[src/rtl/reaction_timer_multi_pkg.sv]
// Shared types and constants for the reaction timer: FSM state encoding,
// BCD digit width and small elaboration-time helpers.
package reaction_timer_multi_pkg;

    localparam int BCD_W = 4;

    typedef enum logic [2:0] {
        ST_IDLE = 3'd0,
        ST_ARM  = 3'd1,
        ST_GO   = 3'd2,
        ST_DONE = 3'd3,
        ST_FOUL = 3'd4
    } state_e;

    function automatic int win_width(input int n);
        return (n > 1) ? $clog2(n) : 1;
    endfunction

    // Maximal-length Fibonacci tap masks (bit k set = stage k+1 feeds back).
    function automatic logic [15:0] lfsr_taps(input int w);
        case (w)
            8:       return 16'h00B8;
            9:       return 16'h0110;
            10:      return 16'h0240;
            11:      return 16'h0500;
            12:      return 16'h0829;
            13:      return 16'h100D;
            14:      return 16'h2015;
            15:      return 16'h6000;
            default: return 16'hD008;
        endcase
    endfunction

endpackage

[src/rtl/reaction_timer_multi_if.sv]
// Player-facing signal bundle of the reaction timer plus a debug view of the FSM.
interface reaction_timer_multi_if
    import reaction_timer_multi_pkg::*;
#(
    parameter int N_PLAYERS = 2,
    parameter int N_DIGITS  = 4
);
    localparam int WIN_W  = win_width(N_PLAYERS);
    localparam int TIME_W = BCD_W * N_DIGITS;

    // No valid/ready here: start, btn are levels acted on at their rising edge,
    // hs_clear is a one-cycle pulse, new_best is a one-cycle pulse, the rest are levels.
    logic              start;
    logic [N_PLAYERS-1:0] btn;
    logic              hs_clear;
    logic              stim_led;
    logic [TIME_W-1:0] bcd_time;
    logic [TIME_W-1:0] bcd_best;
    logic [WIN_W-1:0]  winner;
    logic              foul;
    logic              overflow;
    logic              new_best;
    state_e            dbg_state;

    modport master (
        output start, btn, hs_clear,
        input  stim_led, bcd_time, bcd_best, winner, foul, overflow, new_best, dbg_state
    );

    modport slave (
        input  start, btn, hs_clear,
        output stim_led, bcd_time, bcd_best, winner, foul, overflow, new_best, dbg_state
    );
endinterface

[src/rtl/reaction_timer_multi_bcd_counter.sv]
// Multi-digit BCD up-counter with same-cycle carry ripple; holds at all-9s.
module bcd_counter
    import reaction_timer_multi_pkg::*;
#(
    parameter int N_DIGITS = 4
) (
    input  logic                      clk,
    input  logic                      rst,
    input  logic                      clr_i,
    input  logic                      inc_i,
    output logic [BCD_W*N_DIGITS-1:0] value_o,
    output logic                      sat_o
);
    localparam logic [BCD_W*N_DIGITS-1:0] ALL9 = {N_DIGITS{4'h9}};

    logic [BCD_W*N_DIGITS-1:0] cnt_q, cnt_d;
    logic                      carry;

    assign value_o = cnt_q;
    assign sat_o   = (cnt_q == ALL9);

    always_comb begin
        cnt_d = cnt_q;
        carry = inc_i && !sat_o;
        for (int i = 0; i < N_DIGITS; i++) begin
            if (carry) begin
                if (cnt_q[BCD_W*i +: BCD_W] == 4'd9) begin
                    cnt_d[BCD_W*i +: BCD_W] = 4'd0;
                end else begin
                    cnt_d[BCD_W*i +: BCD_W] = cnt_q[BCD_W*i +: BCD_W] + 4'd1;
                    carry = 1'b0;
                end
            end
        end
        if (clr_i) begin
            cnt_d = '0;
        end
    end

    always_ff @(posedge clk or posedge rst) begin
        if (rst) begin
            cnt_q <= '0;
        end else begin
            cnt_q <= cnt_d;
        end
    end
endmodule

[src/rtl/reaction_timer_multi.sv]
// Multi-player reaction timer: random arm delay, stimulus lamp, BCD timing,
// foul detection and best-score tracking.
module reaction_timer_multi
    import reaction_timer_multi_pkg::*;
#(
    parameter int N_PLAYERS    = 2,
    parameter int N_DIGITS     = 4,
    parameter int TICK_DIV     = 50000,
    parameter int LFSR_W       = 12,
    parameter int MIN_DELAY_MS = 500
) (
    input logic                   clk,
    input logic                   reset,
    reaction_timer_multi_if.slave bus
);
    localparam int WIN_W  = win_width(N_PLAYERS);
    localparam int TIME_W = BCD_W * N_DIGITS;
    localparam int TICK_W = $clog2(TICK_DIV);
    localparam int DLY_W  = $clog2(MIN_DELAY_MS + (1 << LFSR_W)) + 1;
    localparam logic [LFSR_W-1:0] TAPS = LFSR_W'(lfsr_taps(LFSR_W));
    localparam logic [TIME_W-1:0] ALL9 = {N_DIGITS{4'h9}};

    state_e               state_q, state_d;
    logic [LFSR_W-1:0]    lfsr_q, lfsr_d;
    logic [TICK_W-1:0]    tick_cnt_q, tick_cnt_d;
    logic [DLY_W-1:0]     dly_q, dly_d;
    logic                 start_prev_q;
    logic [N_PLAYERS-1:0] btn_prev_q;
    logic [WIN_W-1:0]     winner_q, winner_d;
    logic                 overflow_q, overflow_d;
    logic [TIME_W-1:0]    best_q, best_d;
    logic                 new_best_q, new_best_d;

    logic                 tick;
    logic                 start_rise;
    logic [N_PLAYERS-1:0] btn_rise;
    logic [WIN_W-1:0]     first_idx;
    logic                 cnt_clr, cnt_inc;
    logic [TIME_W-1:0]    time_val;
    logic                 time_sat;

    assign start_rise = bus.start & ~start_prev_q;
    assign btn_rise   = bus.btn & ~btn_prev_q;
    assign tick       = (tick_cnt_q == TICK_W'(TICK_DIV - 1));
    assign lfsr_d     = {lfsr_q[LFSR_W-2:0], ^(lfsr_q & TAPS)};

    // Scan downward so the lowest-indexed pressing player is the final write.
    always_comb begin
        first_idx = '0;
        for (int i = N_PLAYERS - 1; i >= 0; i--) begin
            if (btn_rise[i]) begin
                first_idx = WIN_W'(i);
            end
        end
    end

    bcd_counter #(.N_DIGITS(N_DIGITS)) u_time (
        .clk    (clk),
        .rst    (reset),
        .clr_i  (cnt_clr),
        .inc_i  (cnt_inc),
        .value_o(time_val),
        .sat_o  (time_sat)
    );

    always_comb begin
        state_d    = state_q;
        dly_d      = dly_q;
        winner_d   = winner_q;
        overflow_d = overflow_q;
        best_d     = best_q;
        new_best_d = 1'b0;
        cnt_clr    = 1'b0;
        cnt_inc    = 1'b0;
        case (state_q)
            ST_IDLE, ST_DONE, ST_FOUL: begin
                if (start_rise) begin
                    state_d    = ST_ARM;
                    dly_d      = DLY_W'(MIN_DELAY_MS) + DLY_W'(lfsr_q);
                    cnt_clr    = 1'b1;
                    overflow_d = 1'b0;
                    winner_d   = '0;
                end
            end
            ST_ARM: begin
                if (|btn_rise) begin
                    state_d  = ST_FOUL;
                    winner_d = first_idx;
                end else if (tick) begin
                    if (dly_q <= DLY_W'(1)) begin
                        state_d = ST_GO;
                    end else begin
                        dly_d = dly_q - DLY_W'(1);
                    end
                end
            end
            ST_GO: begin
                // A press beats a coincident tick, so the final time excludes it.
                if (|btn_rise) begin
                    state_d  = ST_DONE;
                    winner_d = first_idx;
                    if ((time_val < best_q) || (best_q == ALL9)) begin
                        best_d     = time_val;
                        new_best_d = 1'b1;
                    end
                end else if (tick) begin
                    if (time_sat) begin
                        state_d    = ST_DONE;
                        overflow_d = 1'b1;
                    end else begin
                        cnt_inc = 1'b1;
                    end
                end
            end
            default: state_d = ST_IDLE;
        endcase
        if (bus.hs_clear) begin
            best_d     = ALL9;
            new_best_d = 1'b0;
        end
    end

    // Divider restarts on every state entry so each phase begins on a full ms.
    assign tick_cnt_d = ((state_d != state_q) || tick) ? '0 : tick_cnt_q + TICK_W'(1);

    always_ff @(posedge clk or posedge reset) begin
        if (reset) begin
            state_q      <= ST_IDLE;
            lfsr_q       <= LFSR_W'(1);
            tick_cnt_q   <= '0;
            dly_q        <= '0;
            start_prev_q <= 1'b0;
            btn_prev_q   <= '0;
            winner_q     <= '0;
            overflow_q   <= 1'b0;
            best_q       <= ALL9;
            new_best_q   <= 1'b0;
        end else begin
            state_q      <= state_d;
            lfsr_q       <= lfsr_d;
            tick_cnt_q   <= tick_cnt_d;
            dly_q        <= dly_d;
            start_prev_q <= bus.start;
            btn_prev_q   <= bus.btn;
            winner_q     <= winner_d;
            overflow_q   <= overflow_d;
            best_q       <= best_d;
            new_best_q   <= new_best_d;
        end
    end

    assign bus.stim_led  = (state_q == ST_GO);
    assign bus.foul      = (state_q == ST_FOUL);
    assign bus.bcd_time  = time_val;
    assign bus.bcd_best  = best_q;
    assign bus.winner    = winner_q;
    assign bus.overflow  = overflow_q;
    assign bus.new_best  = new_best_q;
    assign bus.dbg_state = state_q;
endmodule
[src/flat_wrapper.sv]
// flat-port wrapper written by rule: the top's interface ports become plain ports
module reaction_timer_multi_flat import reaction_timer_multi_pkg::*;
#(
    parameter int N_PLAYERS    = 2,
    parameter int N_DIGITS     = 4,
    parameter int TICK_DIV     = 50000,
    parameter int LFSR_W       = 12,
    parameter int MIN_DELAY_MS = 500
)
  (clk, reset, bus_start, bus_btn, bus_hs_clear, bus_stim_led, bus_bcd_time, bus_bcd_best, bus_winner, bus_foul, bus_overflow, bus_new_best, bus_dbg_state);
  reaction_timer_multi_if #(.N_PLAYERS(N_PLAYERS), .N_DIGITS(N_DIGITS)) bus_i ();
  input logic clk;
  input logic reset;
  input wire logic [$bits(bus_i.start)-1:0] bus_start;
  input wire logic [$bits(bus_i.btn)-1:0] bus_btn;
  input wire logic [$bits(bus_i.hs_clear)-1:0] bus_hs_clear;
  output wire logic [$bits(bus_i.stim_led)-1:0] bus_stim_led;
  output wire logic [$bits(bus_i.bcd_time)-1:0] bus_bcd_time;
  output wire logic [$bits(bus_i.bcd_best)-1:0] bus_bcd_best;
  output wire logic [$bits(bus_i.winner)-1:0] bus_winner;
  output wire logic [$bits(bus_i.foul)-1:0] bus_foul;
  output wire logic [$bits(bus_i.overflow)-1:0] bus_overflow;
  output wire logic [$bits(bus_i.new_best)-1:0] bus_new_best;
  output wire logic [$bits(bus_i.dbg_state)-1:0] bus_dbg_state;
  assign bus_i.start = bus_start;
  assign bus_i.btn = bus_btn;
  assign bus_i.hs_clear = bus_hs_clear;
  assign bus_stim_led = bus_i.stim_led;
  assign bus_bcd_time = bus_i.bcd_time;
  assign bus_bcd_best = bus_i.bcd_best;
  assign bus_winner = bus_i.winner;
  assign bus_foul = bus_i.foul;
  assign bus_overflow = bus_i.overflow;
  assign bus_new_best = bus_i.new_best;
  assign bus_dbg_state = bus_i.dbg_state;
  reaction_timer_multi #(.N_PLAYERS(N_PLAYERS), .N_DIGITS(N_DIGITS), .TICK_DIV(TICK_DIV), .LFSR_W(LFSR_W), .MIN_DELAY_MS(MIN_DELAY_MS)) u_core (.clk(clk), .reset(reset), .bus(bus_i));
endmodule
[config.mk]
export PLATFORM = sky130hd
export DESIGN_NAME = reaction_timer_multi_flat
export DESIGN_NICKNAME = d
export VERILOG_FILES = /design/src/rtl/reaction_timer_multi_pkg.sv /design/src/rtl/reaction_timer_multi_if.sv /design/src/rtl/reaction_timer_multi_bcd_counter.sv /design/src/rtl/reaction_timer_multi.sv /design/src/flat_wrapper.sv
export SDC_FILE = /design/constraint.sdc
export NUM_CORES = 1
export LEC_CHECK = 0
export CORE_MARGIN = 2
export CORE_UTILIZATION = 35
export DETAILED_ROUTE_END_ITERATION = 7
export GPL_ROUTABILITY_DRIVEN = 0
export MAX_ROUTING_LAYER = met4
export PLACE_DENSITY_LB_ADDON = 0.3
export SYNTH_ARGS = -nofsm -noshare
export SYNTH_HDL_FRONTEND = slang
export SYNTH_SLANG_ARGS = --single-unit
[constraint.sdc]
create_clock -name clk -period 3.5 [get_ports clk]
set_clock_uncertainty 0.05 [all_clocks]
set_input_delay 0.7 -clock clk [delete_from_list [all_inputs] [get_ports clk]]
set_output_delay 0.7 -clock clk [all_outputs]
set_load 0.005 [all_outputs]
---- Word-level counts from Yosys, hierarchy flattened ----
Index checks and enable logic that the tools add are counted.
word-level totals
  register bits after elaboration ......... 83
operators by class
  mux-type cells .......................... 52
  order comparisons ....................... 2
  $add $sub $neg .......................... 7
  reductions and logical operators ........ 23
  equal/unequal tests ..................... 20
  bitwise logic cells ..................... 4
operators with widths
  cell                                                                      number
  16-bit two-way mux                                                        6
  14-bit two-way mux                                                        4
  16-bit equality test (second input constant)                              3
  4-bit two-way mux                                                         8
  14-bit case mux with 2 select lines                                       1
  1-bit two-way mux                                                         23
  3-bit two-way mux                                                         7
  2-bit nonzero test                                                        10
  16-bit by 1-bit adder with 16-bit output (second input constant)          1
  4-bit by 1-bit adder with 4-bit output (second input constant)            4
  4-bit equality test (second input constant)                               4
  16-bit less-than comparator                                               1
  14-bit by 1-bit <= comparator with 1-bit output (second input constant)   1
  14-bit by 1-bit subtractor with 14-bit output (second input constant)     1
  9-bit by 12-bit adder with 13-bit output (first input constant)           1
  12-bit XOR reduction                                                      1
  2-bit by 1-bit inequality test with 1-bit output (second input constant)  5
  5-bit AND reduction                                                       2
  3-bit case mux with 3 select lines                                        1
  3-bit by 2-bit equality test with 1-bit output (second input constant)    2
  2-bit inequality test (second input constant)                             3
  3-bit AND reduction                                                       2
  1-bit case mux with 2 select lines                                        2
  2-bit OR reduction                                                        2
  other kinds (12)                                                          13

---- Logic depth before layout (Yosys ltp) ----
Gate-level depths: netlist of the first run.
  depth after elaboration ................. 11
  gate-level depth with buffers ........... 8
  gate-level depth less buffers ........... 7

---- By module ----
From an unflattened synthesis of the first run, not the netlist that was laid out.
unflattened totals
  cell total of the unflattened synthesis .. 519
  area total of the unflattened synthesis .. 4834.6 µm²
by module, submodules not included
  module                sequential area each (µm²)  times used  area each (µm²)  cells each
  reaction_timer_multi  1687.9                      1           3824.9           414
  bcd_counter           400.4                       1           1009.7           105

---- Least setup slack after synthesis of the first run ----
OpenSTA, ideal clock, no wires.
  path kind ............................... register -> register
  start ................................... register u_core.best_q[11] (netlist: u_core.bus.bcd_best[11])
  end ..................................... register u_core.best_q[1] (netlist: u_core.bus.bcd_best[1])
  library setup time ...................... 0.149 ns
  clock period less this slack ............ 2.278 ns
  arrival ................................. 2.078 ns
  stages on the path, launching flop included .. 9
  slack ................................... 1.222 ns
  path through ............................ dfstp_2 inv_1 ha_1 a21oi_1 o21ai_0 a221o_1 clkbuf_1 a21oi_1 o311ai_0
on the way
  cells in the longest elaborated chain, start to end .. 4
  elaborated cells on any way between the ends .. 5
  classes of those cells .................. order compare (1); eq/ne (1); reduce/logical (3)
RTL lines
  what                                                                        RTL line                     text
  start: declaration                                                          reaction_timer_multi.sv:31   logic [TIME_W-1:0] best_q, best_d;
  start signal: assignment                                                    reaction_timer_multi.sv:147  best_q <= best_d;
  16-bit less-than comparator / 16-bit equality test (equally long branches)  reaction_timer_multi.sv:102  if ((time_val < best_q) || (best_q == ALL9)) begin
  1-bit logical OR (*)                                                        reaction_timer_multi.sv:102
  2-bit nonzero test (no line) (*)                                            n/a
  3-bit AND reduction (no line) (*)                                           n/a
Every way passes the cells marked *; elsewhere a longest branch is shown, timed or not.
A chain may end at the register's enable or synchronous reset.

---- Worst setup path after layout of the first run ----
  start ................................... register u_core.best_q[11] (netlist: u_core.bus.bcd_best[11])
  end ..................................... register u_core.best_q[6] (netlist: u_core.bus.bcd_best[6])
Same word-level chain as after synthesis.

==> results summary, run 1 <==
The run finished with clean final reports. Based on the critical path, the design can be clocked at up to 359 MHz. The power density relative to cell area is 393 nW/um2. The portion of the clock cycle consumed by the worst path in the final layout came out at between 70% and 80%.

By instance count, the cell type seen most on the critical path is a21oi_1. The number of iterations in the first detailed-routing pass is 5. The layout filler cell count is 1,411. The multi-input gate area in the final layout came out at ~2800 um2. The register clock-pin slew on the reported worst setup and hold paths came out at 0.06 ns. The number of top-level pins is 46.

For this configuration, the core starts out at a cell density of around 36%. The required time at the endpoint of the critical path came out at 3.63 ns. The maximum level of the CTS H-tree came out at 3.

The global-route wire length before repair came out at roughly 22,000 um. The critical path is of the reg2reg type. The post-detailed-routing wire length is 13,400 um. The clock passes through at most 2 buffers.

Summing all flip-flop and latch instances after layout gives 2090 um2. The smallest clock period supported by the final layout is computed as 2.79 ns. For the worst setup path, the data arrival time is 2.92 ns. The number of pins with negative max-slew slack in the final report is 0. The endpoint identified for the worst register-to-register timing path is u_core.bus.bcd_best[6]. Summing over every cut layer, the via total after detailed routing is 4,542. The yosys synthesis warning count came out at 0. The total congestion overflow is 0. Yosys mapped the design onto 75 distinct sky130hd cell types. The most used flip-flop cell after synthesis is dfrtp_1. The area growth from synthesis to layout is 18.0%.

The starting DRC count in detailed routing came out at 362. The number of flops mapped to enable cells by yosys came out at 0. After detailed routing, the number of vias per cell comes to 5.87. The total power after layout came out at between 2 and 2.5 mW.

The slowest stage of the critical path is the a21oi_1 cell. The total of cells resized after clock tree synthesis is 0. The worst voltage drop across the vdd grid came out at around 330 uV. The wire length per cell came out at roughly 17 um.

The number of nets in the synthesized netlist came out at about 570. For hold timing, the worst endpoint is u_core.lfsr_q[2]. Setup repair after global routing left no endpoint under its margin.

STA classifies the critical path startpoint as a flop. The startpoint identified for the worst hold timing path is u_core.lfsr_q[1]. After legalization and detailed placement, the total HPWL measured 9390 um.

The die is 125 um tall. In this run the remaining antenna-violating nets after routing total 0. The startpoint identified for the worst register-to-register timing path is u_core.bus.bcd_best[11]. The count of final hold-check violations came out at 0. Sorting the synthesized cells by area gives the leading types as dfrtp_1, ha_1, dfstp_2, nand2_1, a211oi_1. In this run the mean area of a mapped cell was 9.39 um2. The standard-cell row count is 44. The clock insertion delay at the later pin of the skew report came out at 0.35 ns. The share of flip-flops with an asynchronous set or reset after synthesis came out at 100%. The max-cap violation count is 0. The count of input and output buffers is 45.

In this run, post-CTS hold repair placed 0 buffers. The critical path endpoint category is a flop. The final-report setup violation count came out at 0. In the final timing run, aggregate negative setup slack is 0 ns. The area of the core region is 14,400 um2. The total global routing track utilization is 18.0%.

The maximum net fanout on the critical path came out at 9. The number of antenna violations at the first check in global routing came out at 1. Summed over its instances, the top area cell type makes up ~36% of the synthesized netlist area. The sequential area share after synthesis came out at roughly two fifths. At the end of the flow, the number of nets in the layout was 609. The number of clock buffers inserted by TritonCTS is 9. The headroom to the max-slew limit is 34.1%. The internal reg-to-reg setup slack is 0.71 ns. The count of clock tree sinks came out at between 80 and 90.

After clock tree synthesis, the setup repair step added 0 buffers. The number of cells on the worst reg-to-reg path is 7. Entering global routing, the biggest net connects between 80 and 90 pins. The DRC violation count after routing is 0. Of the cells placed in the final design, the portion with a size suffix greater than 1 is 9.00%. The leakage component of the power is between 2 and 3 nW. In this run the cell area of the synthesized design comes to 5140 um2. The horizontal die dimension is 125 um. The slew at the pin closest to its max-slew limit came out at 0.963 ns. The number of global-route vias before repair is between 4,000 and 5,000. The critical path goes through inv_1 > ha_1 > a21oi_1 > o21ai_0 > a221o_1 > a21oi_1 > o311ai_0. The largest total area in the synthesized netlist belongs to dfrtp_1.

The synthesized instance count came out at 547. The cell depth of the worst hold path is 0. In this run, synthesis produced a sequential element count of 83.

The cell sitting at the root of the clock tree is a clkbuf_16. On the worst path, the slowest cell contributes a delay of 0.60 ns. TritonCTS built the clock tree.

The die outline area came out at 15,700 um2. The path class of the tightest hold or removal check is reg2reg.
[kinds of logic after synthesis]
logic type | after synthesis | share of synthesized area, %
flops | 83 | 40.7
mux | 5 | 0.974
xor+xnor | 25 | 4.26
buf+inv | 61 | 4.95
fa+ha+maj | 19 | 4.63
simple gates | 196 | 21.7
compound gates | 158 | 22.9
[Yosys cell counts (12+ instances only)]
library cell  count
a211oi_1         17
xnor2_1          12
o21ai_0          16
xor2_1           13
ha_1             19
a21oi_1          21
dfrtp_1          74
inv_1            31
or3_1            12
nor2_1           31
nand3_1          21
nor3_1           23
nand2_1          37
clkbuf_1         14
[final cells by class]
| class | count | area share, % |
|---|---|---|
| clock inverters | 3 | 0.413 |
| clock buffers | 13 | 4.13 |
| inverters | 31 | 1.94 |
| repair buffers | 56 | 9.00 |
| flip-flops and latches | 83 | 34.5 |
| multi-input cells | 403 | 46.2 |
| well taps | 184 | 3.80 |
| diodes | 1 | 0.0413 |
[metrics by stage]
step | hold slack (ns) | setup WS (ns) | util [%] | instances | instance area (um2)
after floorplan | 0.304 | 0.628 | - | 547 | 5140
after global placement | 0.332 | 0.604 | 40.1 | 757 | 5780
after detailed placement | 0.324 | 0.540 | 40.1 | 757 | 5780
after CTS | 0.342 | 0.724 | 42.0 | 773 | 6060
after global routing | 0.356 | 0.580 | 42.0 | 774 | 6060
final | 0.348 | 0.713 | 42.0 | 774 | 6060
[worst max-delay path by stage]
stage	startpoint	end	cells past startpoint
floorplan	reset	u_core.btn_prev_q[0]	1
global placement	bus_btn[1]	u_core.u_time.value_o[7]	6
detailed placement	bus_btn[1]	u_core.u_time.value_o[7]	6
CTS	u_core.bus.dbg_state[1]	bus_stim_led	2
global route	u_core.bus.bcd_best[11]	u_core.bus.bcd_best[6]	7
finish	u_core.bus.bcd_best[11]	u_core.bus.bcd_best[6]	7
[per-layer routing]
layer,share of wire [%],up-vias,GRT usage [%]
met3,4.6,15,4.66
li1,-,2142,-
met4,1.4,0,5.49
met5,0,-,-
met2,47,128,28.0
met1,47,2257,23.1
[power breakdown]
part	internal, mW	switching (mW)	total, mW
Clock	0.505	0.397	0.902
Combinational	0.155	0.215	0.370
Sequential	1.03	0.0844	1.11
Total	1.69	0.696	2.38
[registers in the layout (all words and copies together) (netlist names)]
signal,cells
u_core.start_prev_q,1
u_core.bus.new_best,1
u_core.dly_q,14
u_core.bus.overflow,1
u_core.bus.bcd_best,16
u_core.u_time.value_o,16
u_core.bus.winner,1
u_core.bus.dbg_state,3
u_core.btn_prev_q,2
u_core.lfsr_q,12
u_core.tick_cnt_q,16
[layout by cell type (no fill, tap or decap), drive strengths merged, types with 19 or more instances in the layout]
cell           synthesis  final
nand3                 21     21
nand2                 38     38
dfrtp                 74     74
nor2                  33     33
nor3                  24     24
o21ai                 20     20
clkdlybuf4s50          0     45
inv                   31     31
ha                    19     19
a21oi                 21     21
[worst max-delay path: cells and delay by family, from the launching register on]
kind / cells / cell delay, ns
fa+ha+maj: 1 / 0.31
buf+inv: 1 / 0.05
compound gates: 5 / 1.63
flops: 1 / 0.57
(Power assumes the default switching activity.)
==> run 2: changes to the inputs <==
Clock period 3.5 ns to 2.35 ns, I/O delays scaled along.
==> results summary, run 2 (same netlist as run 1, synthesis figures left out) <==
Status: finished, final reports clean (unchanged). The leakage component of the power came to 2.83 nW (was 2.54 nW). The maximum clock frequency is 438 MHz (was 359 MHz). The horizontal die dimension came out at 125 um (unchanged). The count of final hold-check violations is 0 (unchanged).

The type of the worst setup path is reg2reg (unchanged). The register clock-pin slew on the reported worst setup and hold paths is 0.07 ns (was 0.06 ns). Top library cells by usage in the layout, fill and taps aside: dfrtp_1, buf_4, clkdlybuf4s50_1 (was dfrtp_1, clkdlybuf4s50_1, nand2_1). The critical path endpoint category is a flop (unchanged). The area of the core region came to 14,400 um2 (unchanged). The total number of vias came to 4,774 (was 4,542). The fraction of the core area covered by cells at the end of the flow was 45.7% (was 42.0%).

The max-cap violation count came out at 0 (unchanged). The chip height came out at 125 um (unchanged). RSZ-0062 raised after global routing: true (was false). The startpoint of the worst setup timing path is u_core.bus.bcd_best[15] (was u_core.bus.bcd_best[11]). The post-cts hold buffer count was 0 (unchanged).

The start point of the worst hold path was u_core.lfsr_q[1] (unchanged). The CTS tree is done (unchanged). The number of pins with negative max-slew slack in the final report is 0 (unchanged). The total global routing track utilization came out at 18.6% (was 18.0%). The largest net degree at the start of global routing came to 60 (was 84). The detailed-routed wire length on met2 is 6670 um (was 6320 um). The critical path startpoint category is a flop (unchanged).

The launch point of the worst reg-to-reg path is u_core.bus.bcd_best[15] (was u_core.bus.bcd_best[11]). The total congestion overflow came to 0 (unchanged). The required time at the endpoint of the critical path came out at 2.51 ns (was 3.63 ns). The library cell used as clock root buffer is clkbuf_16 (unchanged). The maximum net fanout on the critical path came to 9 (unchanged). The count of clock tree sinks is 83 (unchanged). The post-detailed-routing wire length is 13,800 um (was 13,400 um). The count of antenna-violating nets left after detailed routing is 0 (unchanged). The detailed-placement wirelength estimate came to 9950 um (was 9390 um). The non-filler instance count after layout came out at 820 (was 774). The worst voltage drop across the vdd grid came to 395 uV (was 334 uV). The headroom to the max-slew limit came out at 67.5% (was 34.1%). The wire length per cell came out at 16.9 um (was 17.3 um).

The total power after layout is 3.98 mW (was 2.38 mW). The area growth from synthesis to layout came out at 28.5% (was 18.0%). The number of buffers between clock root and the deepest sink came out at 2 (unchanged). The die outline area is 15,700 um2 (unchanged). The clock insertion delay at the later pin of the skew report came out at 0.35 ns (about the same). The detailed-route vias per instance is 5.82 (was 5.87). The detailed route wirelength on metal3 came out at 661 um (was 620 um).

The number of antenna violations at the first check in global routing is 0 (was 1). The global-route wire length before repair was 23,400 um (was 22,400 um). The starting density of the core came out at 35.6% (unchanged). The antenna diode instance count is 0 (was 1). The DRC violation count after routing came out at 0 (unchanged). The maximum level of the CTS H-tree is 3 (unchanged).

The routed length on met1 came out at 6330 um (was 6290 um). The final-report setup violation count is 0 (unchanged). The starting DRC count in detailed routing came out at 252 (was 362). The kind of path behind the tightest hold check is reg2reg (unchanged).

The portion of the clock cycle consumed by the worst path in the final layout came out at 97.1% (was 79.6%). The most frequent standard cell in the layout excluding fill and tap cells is dfrtp_1 (unchanged). The number of clock buffers inserted by TritonCTS came to 9 (unchanged). The standard-cell row count was 44 (unchanged). The number of global-route vias before repair was 4,687 (was 4,422).

The number of cells after detailed placement is 803 (was 757). The top routing layer in use is met4 (unchanged). The number of top-level pins came out at 46 (unchanged). The arrival time reported for the critical path endpoint is 2.44 ns (was 2.92 ns). The count of input and output buffers was 45 (unchanged). The ratio of cells with drive above 1 in the final layout came to 17.0% (was 9.00%). The number of iterations in the first detailed-routing pass came out at 5 (unchanged). The slew at the pin closest to its max-slew limit is 0.487 ns (was 0.963 ns). The number of nets in the layout was 656 (was 609).

The final critical-path required period came out at 2.28 ns (was 2.79 ns). The power density relative to cell area is 603 nW/um2 (was 393 nW/um2).
-- run 2: changes by cell type in the layout (fill, tap and decap cells not counted), sizes merged --
| cell | previous run | this run |
|---|---|---|
| buf | 11 | 58 |
| bufinv | 0 | 3 |
| clkbuf | 13 | 12 |
| clkinv | 2 | 1 |
| diode | 1 | 0 |
| inv | 31 | 30 |
-- run 2: cell type report --
class | instances | area, um2
Timing Repair Buffer | 103 | 961
Tap cell | 184 | 230
Clock buffer | 12 | 246
Fill cell | 1382 | 7830
Sequential cell | 83 | 2090
Multi-Input combinational cell | 403 | 2850
Clock inverter | 4 | 98.8
Inverter | 31 | 120
-- run 2: worst max-delay path, cell delays in order (launching register included) --
cell and delay [ns]:
dfstp_2 0.56, inv_1 0.09, ha_4 0.29, nand4_1 0.16
or3_4 0.44, o21ai_2 0.41, a211oi_1 0.13
-- run 2: worst paths after layout --
path,end,slack (ns),cells after the start
setup / recovery,u_core.bus.new_best,0.07,6
hold / removal,u_core.lfsr_q[2],0.34,0
setup reg to reg,u_core.bus.new_best,0.07,6
hold reg to reg,u_core.lfsr_q[2],0.34,0
max in group asynchronous,u_core.lfsr_q[0],1.40,3
min in group asynchronous,u_core.bus.new_best,0.51,3
-- run 2: per-layer routing --
metal / track usage (%) / up-vias
met3: 4.19 / 17
met5: - / -
met1: 23.7 / 2386
met4: 6.08 / 0
met2: 29.5 / 126
li1: - / 2245
-- run 2: report_power, final --
part,total [mW],internal (mW),switching [mW]
Clock,1.66,1.07,0.592
Combinational,0.670,0.315,0.355
Sequential,1.64,1.53,0.113
-- run 2: metrics by stage --
stage / setup slack, ns / TNS, ns / hold WS, ns / cell area, um2
after CTS: -0.00525 / -0.00525 / 0.352 / 6540
final: 0.0680 / 0 / 0.343 / 6600
after floorplan: 0.0724 / 0 / 0.304 / 5140
after detailed placement: -0.0959 / -1.02 / 0.340 / 6190
after global placement: -0.0468 / -0.112 / 0.322 / 6190
after global routing: -0.0581 / -0.126 / 0.365 / 6600
-- run 2: repair_timing --
item | in CTS | in global routing
buffers inserted | 0 | 1
setup endpoints to repair | 1 | 23
resized for setup | 0 | 11
pin swaps | 0 | 2
==> run 3: changes to the inputs <==
Settings changed: CTS_BUF_LIST from default to sky130_fd_sc_hd__clkbuf_4 sky130_fd_sc_hd__clkbuf_8.
Clock period 2.35 ns to 2.8 ns, I/O delays scaled along.
==> results summary, run 3 (same netlist as run 1, synthesis figures left out) <==
Status: finished, final reports clean (unchanged). The max-cap violation count came out at 0 (unchanged). The clock insertion delay at the later pin of the skew report was 0.38 ns (was 0.35 ns). Counting I/O delays and the setup requirement, the final critical path takes 2.56 ns. The count of antenna-violating nets left after detailed routing is 0 (unchanged). The delay contributed by the slowest stage of the critical path came to 0.53 ns (was 0.56 ns). The DRC violation count after routing was 0 (unchanged). The required time at the endpoint of the critical path is 2.19 ns (was 2.51 ns). The final-report setup violation count is 0 (unchanged). The antenna diode instance count came out at 0 (unchanged).

The horizontal die dimension is 125 um (unchanged). The number of antenna violations at the first check in global routing came out at 0 (unchanged). The most frequent standard cell in the layout excluding fill and tap cells was dfrtp_1 (unchanged). The detailed-placement wirelength estimate came out at 10,100 um (was 9950 um). The area of the core region came to 14,400 um2 (unchanged).

The number of top-level pins came to 46 (unchanged). The chip height came out at 125 um (unchanged). The total congestion overflow is 0 (unchanged).

The starting DRC count in detailed routing was 450 (was 252). The final worst hold slack is 0.364 ns (was 0.343 ns). The count of clock tree sinks came out at 83 (unchanged).

The ratio of cells with drive above 1 in the final layout is 12.2% (was 17.0%). The top cell family by delay on the critical path is buffers and inverters (was simple AND/OR/NAND/NOR gates). The worst voltage drop across the vdd grid is 303 uV (was 395 uV). The type of the worst setup path is reg2out (was reg2reg).

The minimum setup slack in the final design is 0.238 ns (was 0.0680 ns). The wire length per cell came out at 17.9 um (was 16.9 um). The total global routing track utilization came out at 19.0% (was 18.6%). The leakage component of the power came to 2.60 nW (was 2.83 nW). The maximum clock frequency came out at 390 MHz. The kind of path behind the tightest hold check was reg2reg (unchanged).

The critical path endpoint category is an output port (was flop). The post-detailed-routing wire length was 14,200 um (was 13,800 um). The register clock-pin slew on the reported worst setup and hold paths came to 0.08 ns (was 0.07 ns). The total number of vias is 4,647 (was 4,774). The arrival time reported for the critical path endpoint came out at 1.95 ns (was 2.44 ns). The starting density of the core is 35.6% (unchanged).

Cells along the critical path: nor2_1 > nand2_1 > inv_1 > clkdlybuf4s50_1 (was inv_1 > ha_4 > nand4_1 > or3_4 > o21ai_2 > a211oi_1). The portion of the clock cycle consumed by the worst path in the final layout is ~91%. The total of cells resized after clock tree synthesis came to 0 (unchanged). The global-route wire length before repair came out at 23,400 um (about the same).

The number of nets in the layout is 627 (was 656). The post-place setup slack came out at 0.187 ns (was -0.0959 ns). The power density relative to cell area is 458 nW/um2 (was 603 nW/um2).

The post-place instance area came out at 5920 um2 (was 6190 um2). The critical path startpoint category is a flop (unchanged). The library cell used as clock root buffer is clkbuf_8 (was clkbuf_16). The headroom to the max-slew limit came out at 47.9% (was 67.5%). The post-route standard cell area excluding fillers is 6130 um2 (was 6600 um2). The largest net degree at the start of global routing is 35 (was 60).

The number of iterations in the first detailed-routing pass came out at 5 (unchanged). The maximum net fanout on the critical path is 12 (was 9). The count of input and output buffers is 45 (unchanged). The number of pins with negative max-slew slack in the final report is 0 (unchanged).

The non-filler instance count after layout came to 791 (was 820). The count of final hold-check violations came to 0 (unchanged). Top library cells by usage in the layout, fill and taps aside: dfrtp_1, clkdlybuf4s50_1, nand2_1 (was dfrtp_1, buf_4, clkdlybuf4s50_1). The number of clock buffers inserted by TritonCTS is 9 (unchanged).

The setup TNS after final layout came out at 0 ns (unchanged). The number of buffers between clock root and the deepest sink came out at 2 (unchanged). The maximum level of the CTS H-tree is 3 (unchanged). The detailed-route vias per instance is 5.87 (was 5.82). The number of global-route vias before repair is 4,527 (was 4,687). The number of buffer and inverter instances along the worst setup path is 2 (was 1). RSZ-0062 raised after global routing: false (was true). The standard-cell row count came out at 44 (unchanged).

The critical-path cell with the highest stage delay was dfrtp_1 (was dfstp_2). The die outline area is 15,700 um2 (unchanged). The slew at the pin closest to its max-slew limit is 0.774 ns (was 0.487 ns). The area growth from synthesis to layout came out at 19.4% (was 28.5%). The CTS tree was done (unchanged).

The number of cells after detailed placement is 774 (was 803).
[run 3: cell types whose count changed in the layout (fill, tap and decap cells not counted), moves of 3 or more]
cell / before / now
buf_4: 52 / 27
clkbuf_16: 9 / 0
clkbuf_8: 1 / 10
buf_12: 6 / 2
clkinv_2: 0 / 3
[run 3: where the power goes]
part	switching, mW	internal [mW]	total [mW]	leakage [nW]
combinational	0.290	0.227	0.518	1.42
sequential	0.104	1.28	1.39	1.08
clock	0.467	0.436	0.903	0.0987
total	0.861	1.95	2.81	2.60
[run 3: repair_timing]
item / in CTS / in global routing
hold buffers: 0 / 0
endpoints found under the setup margin: 0 / 1
buffers inserted: 0 / 1
hold endpoints to repair: 0 / 0
[run 3: final cells by class]
| type | count | area, um2 |
|---|---|---|
| fillers | 1396 | 8290 |
| clock inverters | 6 | 63.8 |
| inverters | 31 | 118 |
| flip-flops and latches | 83 | 2090 |
| repair buffers | 74 | 693 |
| multi-input cells | 403 | 2800 |
| well taps | 184 | 230 |
| clock buffers | 10 | 138 |
[run 3: stage by stage]
step	power [mW]	util (%)
final	2.81	42.5
after global routing	2.98	42.5
after CTS	2.84	42.5
after detailed placement	1.92	41.1
after global placement	1.91	41.1
after floorplan	1.72	-
[run 3: path summary, 6_finish.rpt]
check,startpoint,end,slack (ns),cells after the start
setup / recovery,u_core.bus.dbg_state[1],bus_foul,0.24,4
hold / removal,u_core.lfsr_q[1],u_core.lfsr_q[2],0.36,0
setup reg to reg,u_core.bus.bcd_best[15],u_core.bus.new_best,0.28,6
hold reg to reg,u_core.lfsr_q[1],u_core.lfsr_q[2],0.36,0
max in group asynchronous,reset,u_core.bus.overflow,1.50,3
min in group asynchronous,reset,u_core.bus.new_best,0.51,2
[run 3: metal layers]
layer	share of wire (%)	vias up	track usage [%]
met5	0	-	-
met1	44	2282	24.1
met2	47	160	29.5
met4	2.0	0	5.88
li1	-	2186	-
met3	7.0	19	5.22
